[config.mk]
export PLATFORM = sky130hd
export DESIGN_NAME = hwpe_stream_parity_fault_collector
export DESIGN_NICKNAME = d
export VERILOG_FILES = /design/src/rtl/hwpe_stream_parity_fault_collector.sv
export SDC_FILE = /design/constraint.sdc
export NUM_CORES = 1
export LEC_CHECK = 0
export ABC_CLOCK_PERIOD_IN_PS = 2600
export CAP_MARGIN = 20
export CORE_UTILIZATION = 49
export CTS_CLUSTER_DIAMETER = 60
export DETAILED_ROUTE_END_ITERATION = 10
export PLACE_DENSITY = 0.79
export SKIP_CTS_REPAIR_TIMING = 1
export SYNTH_ARGS = -nofsm -noshare
export SYNTH_HDL_FRONTEND = slang
export SYNTH_SLANG_ARGS = --single-unit
[constraint.sdc]
create_clock -name clk_i -period 2.6 [get_ports clk_i]
set_input_delay 0.26 -clock clk_i [delete_from_list [all_inputs] [get_ports clk_i]]
set_output_delay 0.26 -clock clk_i [all_outputs]
set_load 0.01 [all_outputs]
[src/rtl/hwpe_stream_parity_fault_collector.sv]
// Parity fault collector: merges parity-sink fault flags into sticky status,
// a saturating fault-cycle counter, first-fault capture, IRQ and escalation.
module hwpe_stream_parity_fault_collector #(
    parameter int unsigned NB_CHANNELS     = 4,
    parameter int unsigned CNT_WIDTH       = 16,
    parameter int unsigned FATAL_THRESHOLD = 16,
    localparam int unsigned ID_WIDTH =
        (NB_CHANNELS > 1) ? $clog2(NB_CHANNELS) : 1
) (
    input  logic                   clk_i,
    input  logic                   rst_i,
    input  logic                   clear_i,
    input  logic [NB_CHANNELS-1:0] fault_i,
    input  logic [NB_CHANNELS-1:0] mask_i,
    input  logic [NB_CHANNELS-1:0] ack_i,
    input  logic                   cnt_clear_i,
    output logic [NB_CHANNELS-1:0] status_o,
    output logic [CNT_WIDTH-1:0]   fault_cnt_o,
    output logic [ID_WIDTH-1:0]    first_id_o,
    output logic                   first_valid_o,
    output logic                   irq_o,
    output logic                   fatal_o
);

    typedef enum logic [1:0] {
        IDLE  = 2'd0,
        ALARM = 2'd1,
        FATAL = 2'd2
    } state_t;

    state_t                 state_q, state_d;
    logic [NB_CHANNELS-1:0] fault_q;
    logic [NB_CHANNELS-1:0] status_d;
    logic [CNT_WIDTH-1:0]   cnt_d;
    logic [ID_WIDTH-1:0]    low_id;
    logic                   any_fault;
    logic                   hit;

    assign any_fault = |fault_q;

    // Next sticky status and next counter value (clear beats increment).
    always_comb begin
        status_d = fault_q | (status_o & ~ack_i);
        cnt_d    = fault_cnt_o;
        if (cnt_clear_i) begin
            cnt_d = '0;
        end else if (any_fault && (fault_cnt_o != '1)) begin
            cnt_d = fault_cnt_o + 1'b1;
        end
    end

    // Escalation condition on the counter's next value.
    assign hit = (FATAL_THRESHOLD != 0) &&
                 ({1'b0, cnt_d} >= (CNT_WIDTH+1)'(FATAL_THRESHOLD));

    // Lowest-index faulting channel in the registered fault vector.
    always_comb begin
        low_id = '0;
        for (int i = NB_CHANNELS - 1; i >= 0; i--) begin
            if (fault_q[i]) begin
                low_id = ID_WIDTH'(i);
            end
        end
    end

    // Escalation next-state logic.
    always_comb begin
        state_d = state_q;
        unique case (state_q)
            IDLE: begin
                if (any_fault) begin
                    state_d = hit ? FATAL : ALARM;
                end
            end
            ALARM: begin
                if (hit) begin
                    state_d = FATAL;
                end else if (status_d == '0) begin
                    state_d = IDLE;
                end
            end
            FATAL:   state_d = FATAL;
            default: state_d = IDLE;
        endcase
    end

    // State register.
    always_ff @(posedge clk_i or posedge rst_i) begin
        if (rst_i) begin
            state_q <= IDLE;
        end else if (clear_i) begin
            state_q <= IDLE;
        end else begin
            state_q <= state_d;
        end
    end

    // Input cut, sticky status, counter and first-fault capture.
    always_ff @(posedge clk_i or posedge rst_i) begin
        if (rst_i) begin
            fault_q       <= '0;
            status_o      <= '0;
            fault_cnt_o   <= '0;
            first_id_o    <= '0;
            first_valid_o <= 1'b0;
        end else if (clear_i) begin
            fault_q       <= '0;
            status_o      <= '0;
            fault_cnt_o   <= '0;
            first_id_o    <= '0;
            first_valid_o <= 1'b0;
        end else begin
            fault_q     <= fault_i;
            status_o    <= status_d;
            fault_cnt_o <= cnt_d;
            if (state_q == IDLE && any_fault) begin
                first_id_o    <= low_id;
                first_valid_o <= 1'b1;
            end else if (state_q != IDLE && state_d == IDLE) begin
                first_valid_o <= 1'b0;
            end
        end
    end

    assign irq_o   = |(status_o & mask_i);
    assign fatal_o = (state_q == FATAL);

endmodule

==> impl_metrics.csv, run 1 <==
group,metric,value,unit
critical_path,cpPeakStageDelay,0.51,ns
floorplan,die_area,3623,um2
cells_and_area,layout_commonest_cell,"clkdlybuf4s50_1",
route,drc,0,
cells_and_area,fin_nets,233,
pwr,p_per_area,421.6,nW/um2
cts,root_buffer,"clkbuf_4",
pwr,seq_power_share,0.524,
timing,rsz0062_at_grt,"false",
floorplan,die_x,60.19,um
cts,max-clock-path-buffers,2,
critical_path,cp-end-kind,"flip-flop",
placement,io_buffers,40,
cells_and_area,fin_cells,261,
timing,max_freq,411.2,MHz
pwr,intPower,0.6832,mW
timing,maxSlewHeadroom,0.6592,
yosys,ys_seq_area_frac,0.4374,
critical_path,cp-start-kind,"flip-flop",
critical_path,worstPathCellList,"ha_1 > nand4_1 > nor4_2 > nor3b_1 > a31oi_1 > o41ai_2 > a21o_1 > a211oi_2",
critical_path,critPathKind,"flip-flop to flip-flop",
yosys,syn_inst,175,
route,vias,1442,
critical_path,rr_startpoint,"fault_cnt_o[0]",
critical_path,cpMaxStageDelayCell,"nor4_2",
cells_and_area,areaGrowthSynthToFinish,31.22,%
yosys,synth_fp_nets,192,
cells_and_area,design_area,2177,um2
timing,hold_violations,0,
pwr,leakagePower,0.8818,nW
critical_path,r2r_end,"first_valid_o",
route,first_pass_iters,4,
cts,cts.clk_slew.worst_paths,0.10,ns
pwr,switching_share,0.2557,
global_routing,grt_pass1_wl,6113,um
floorplan,core_area,3128,um2
yosys,yosys_warnings,0,
critical_path,reg2reg_depth,8,
timing,fin_setup_tns,0,ns
critical_path,path_max_fanout,5,
global_routing,grt_max_degree,30,
yosys,syn-cell-area,1659,um2
timing,report.final.slew_viol_count,0,
pwr,p_comb_frac,0.127,
cts,clock-sinks,29,
placement,dpl.hpwl,2691,um
worst_hold_path,min_path_type,"input pin to asynchronous set/reset pin",
critical_path,r2r_slack,0.17,ns
cts,clock_latency,0.34,ns
floorplan,die_height,60.19,um
status,status,"completed",
critical_path,cp_data_required_time,2.85,ns
yosys,avgSynthCellArea,9.481,um2
yosys,yosys.cell_types.count,43,
global_routing,antenna_found_initial,0,
cells_and_area,mostFrequentLayoutCells,"clkdlybuf4s50_1 (40), nor2_1 (31), dfrtp_1 (29)",
route,wl_per_cell,14.26,um
route,routed_via_density,5.525,
global_routing,grt-ovfl-total,0,
timing,finalClockSkew,0.008124,ns
pwr,ir_worst_vdd,0.3083,mV
pwr,switchingPower,0.2347,mW
placement,place_inst,253,
floorplan,ios,41,
route,antenna_left,0,
route,drtIter0Drc,67,
placement,gp_congestion,0.8409,
cts,htree_levels,2,
cts,cts_tree,"yes",
yosys,ys_ff_latch,29,
cts,numCtsBuffers,5,
timing,worstMarginPinSlew,0.5074,ns
critical_path,crit_path_end,"first_valid_o",
floorplan,start_util,0.5304,
cells_and_area,n_antenna_cell,0,
critical_path,arrival,2.68,ns
floorplan,row_count,20,
pwr,power_frac_clock,0.349,
timing,fin_crit,2.432,ns
run,maxCapViolCount,0,
pwr,total_power,0.9179,mW
critical_path,worstSetupStartpoint,"fault_cnt_o[0]",
timing,fin_crit_sh,0.9355,
timing,setup_viol_count_final,0,
placement,place_area,2096,um2
global_routing,first_global_vias,1366,
route,wl,3722,um
cells_and_area,drive_above_1_share,0.1244,
global_routing,track_usage,0.2361,
==> layer usage <==
layer / share of wire / vias to the layer above / wire length (um) / GRT usage
met4: 0.027 / 0 / 100 / 0.1096
met3: 0.055 / 10 / 204 / 0.07576
met5: 0 / - / 0 / 0
li1: - / 691 / - / -
met2: 0.48 / 47 / 1773 / 0.3815
met1: 0.44 / 694 / 1643 / 0.2830
==> final cells by class <==
type                    count  area, um2
well taps                  44      55.05
multi-input cells         130      880.8
repair buffers             42      415.4
inverters                   8      30.03
fillers                   256      950.9
clock buffers               7      65.06
clock inverters             1      5.005
flip-flops and latches     29      725.7
==> per-stage QoR <==
stage / utilization / setup WS [ns] / hold WS (ns)
floorplan: - / 0.4320 / 0.3256
global placement: 0.6700 / 0.1913 / 0.5191
detailed placement: 0.6700 / 0.2170 / 0.5448
CTS: 0.6924 / 0.1839 / 0.3052
global route: 0.6960 / 0.02033 / 0.3365
finish: 0.6960 / 0.1678 / 0.2895
==> sequential cells by signal, summed over array words and instances (netlist names) <==
name and cells:
status_o 4, first_valid_o 1, fault_q 4, state_q 2
fault_cnt_o 16, first_id_o 2
==> worst min path at each step <==
stage,startpoint,endpoint
after detailed placement,first_id_o[0],first_id_o[0]
after global placement,first_id_o[0],first_id_o[0]
after CTS,rst_i,fault_cnt_o[11]
after floorplan,clear_i,fault_q[0]
final,rst_i,fault_cnt_o[9]
after global routing,rst_i,fault_cnt_o[0]
==> worst max-delay path, delay by kind of cell, from the launching register on <==
family | cells | cell delay, ns
AOI/OAI and AO/OA | 4 | 0.77
DFF | 1 | 0.43
and+or+nand+nor | 3 | 0.93
adders and majority gates | 1 | 0.22
==> power by group through the flow <==
stage | combinational (mW) | clock [mW] | sequential (mW)
final | 0.117 | 0.320 | 0.481
after global routing | 0.129 | 0.346 | 0.483
after CTS | 0.118 | 0.320 | 0.481
after detailed placement | 0.117 | 0 | 0.489
after global placement | 0.115 | 0 | 0.489
after floorplan | 0.0526 | 0 | 0.491
==> Yosys cell counts (all sizes together) <==
| cell | n | area share |
|---|---|---|
| nand2 | 10 | 0.023 |
| and2 | 1 | 0.0038 |
| inv | 8 | 0.018 |
| xnor2 | 12 | 0.063 |
| nand3 | 3 | 0.0090 |
| a31oi | 3 | 0.020 |
| o211a | 1 | 0.0060 |
| xor2 | 6 | 0.032 |
| nor3b | 2 | 0.0090 |
| nand4 | 6 | 0.032 |
| nor3 | 11 | 0.036 |
| nor4 | 5 | 0.032 |
| ha | 1 | 0.0075 |
| nor2b | 5 | 0.019 |
| o21ai | 2 | 0.0060 |
| a211oi | 2 | 0.015 |
| o41ai | 1 | 0.0098 |
| mux2i | 3 | 0.018 |
| a31o | 1 | 0.0053 |
| o221ai | 1 | 0.0090 |
| nand4b | 1 | 0.0053 |
| nand2b | 1 | 0.0038 |
| dfrtp | 29 | 0.44 |
| clkbuf | 4 | 0.0090 |
| a22oi | 2 | 0.0090 |
| or4 | 1 | 0.0068 |
| nor2 | 32 | 0.074 |
| and4 | 3 | 0.017 |
| a21oi | 6 | 0.018 |
| buf | 4 | 0.011 |
| a311oi | 1 | 0.0053 |
| o21ba | 1 | 0.0060 |
| or2 | 2 | 0.0075 |
| and3 | 3 | 0.011 |
| a21o | 1 | 0.0045 |
==> cell families (layout without fill, tap and decap cells) <==
kind of cell	Yosys count	after routing	synth area share
AO/OA/AOI/OAI	22	22	0.1146
XOR/XNOR	18	18	0.09502
adder cells (fa/ha/maj)	1	1	0.007540
buffers and inverters	16	58	0.03845
flip-flops	29	29	0.4374
multiplexers	3	3	0.01810
AND/OR/NAND/NOR	86	86	0.2888
Power figures use the tool's default switching activity.
==> run 2, diff against run 1 <==
CTS_CLUSTER_DIAMETER = 150   (was 60)
==> results of run 2 <==
No change in the layout: final DEF, timing and power equal those of run 1.
==> run 3, diff against run 2 <==
CTS_CLUSTER_SIZE = 40   (was unset)
==> results of run 3 <==
No change in the layout: final DEF, timing and power equal those of run 1.
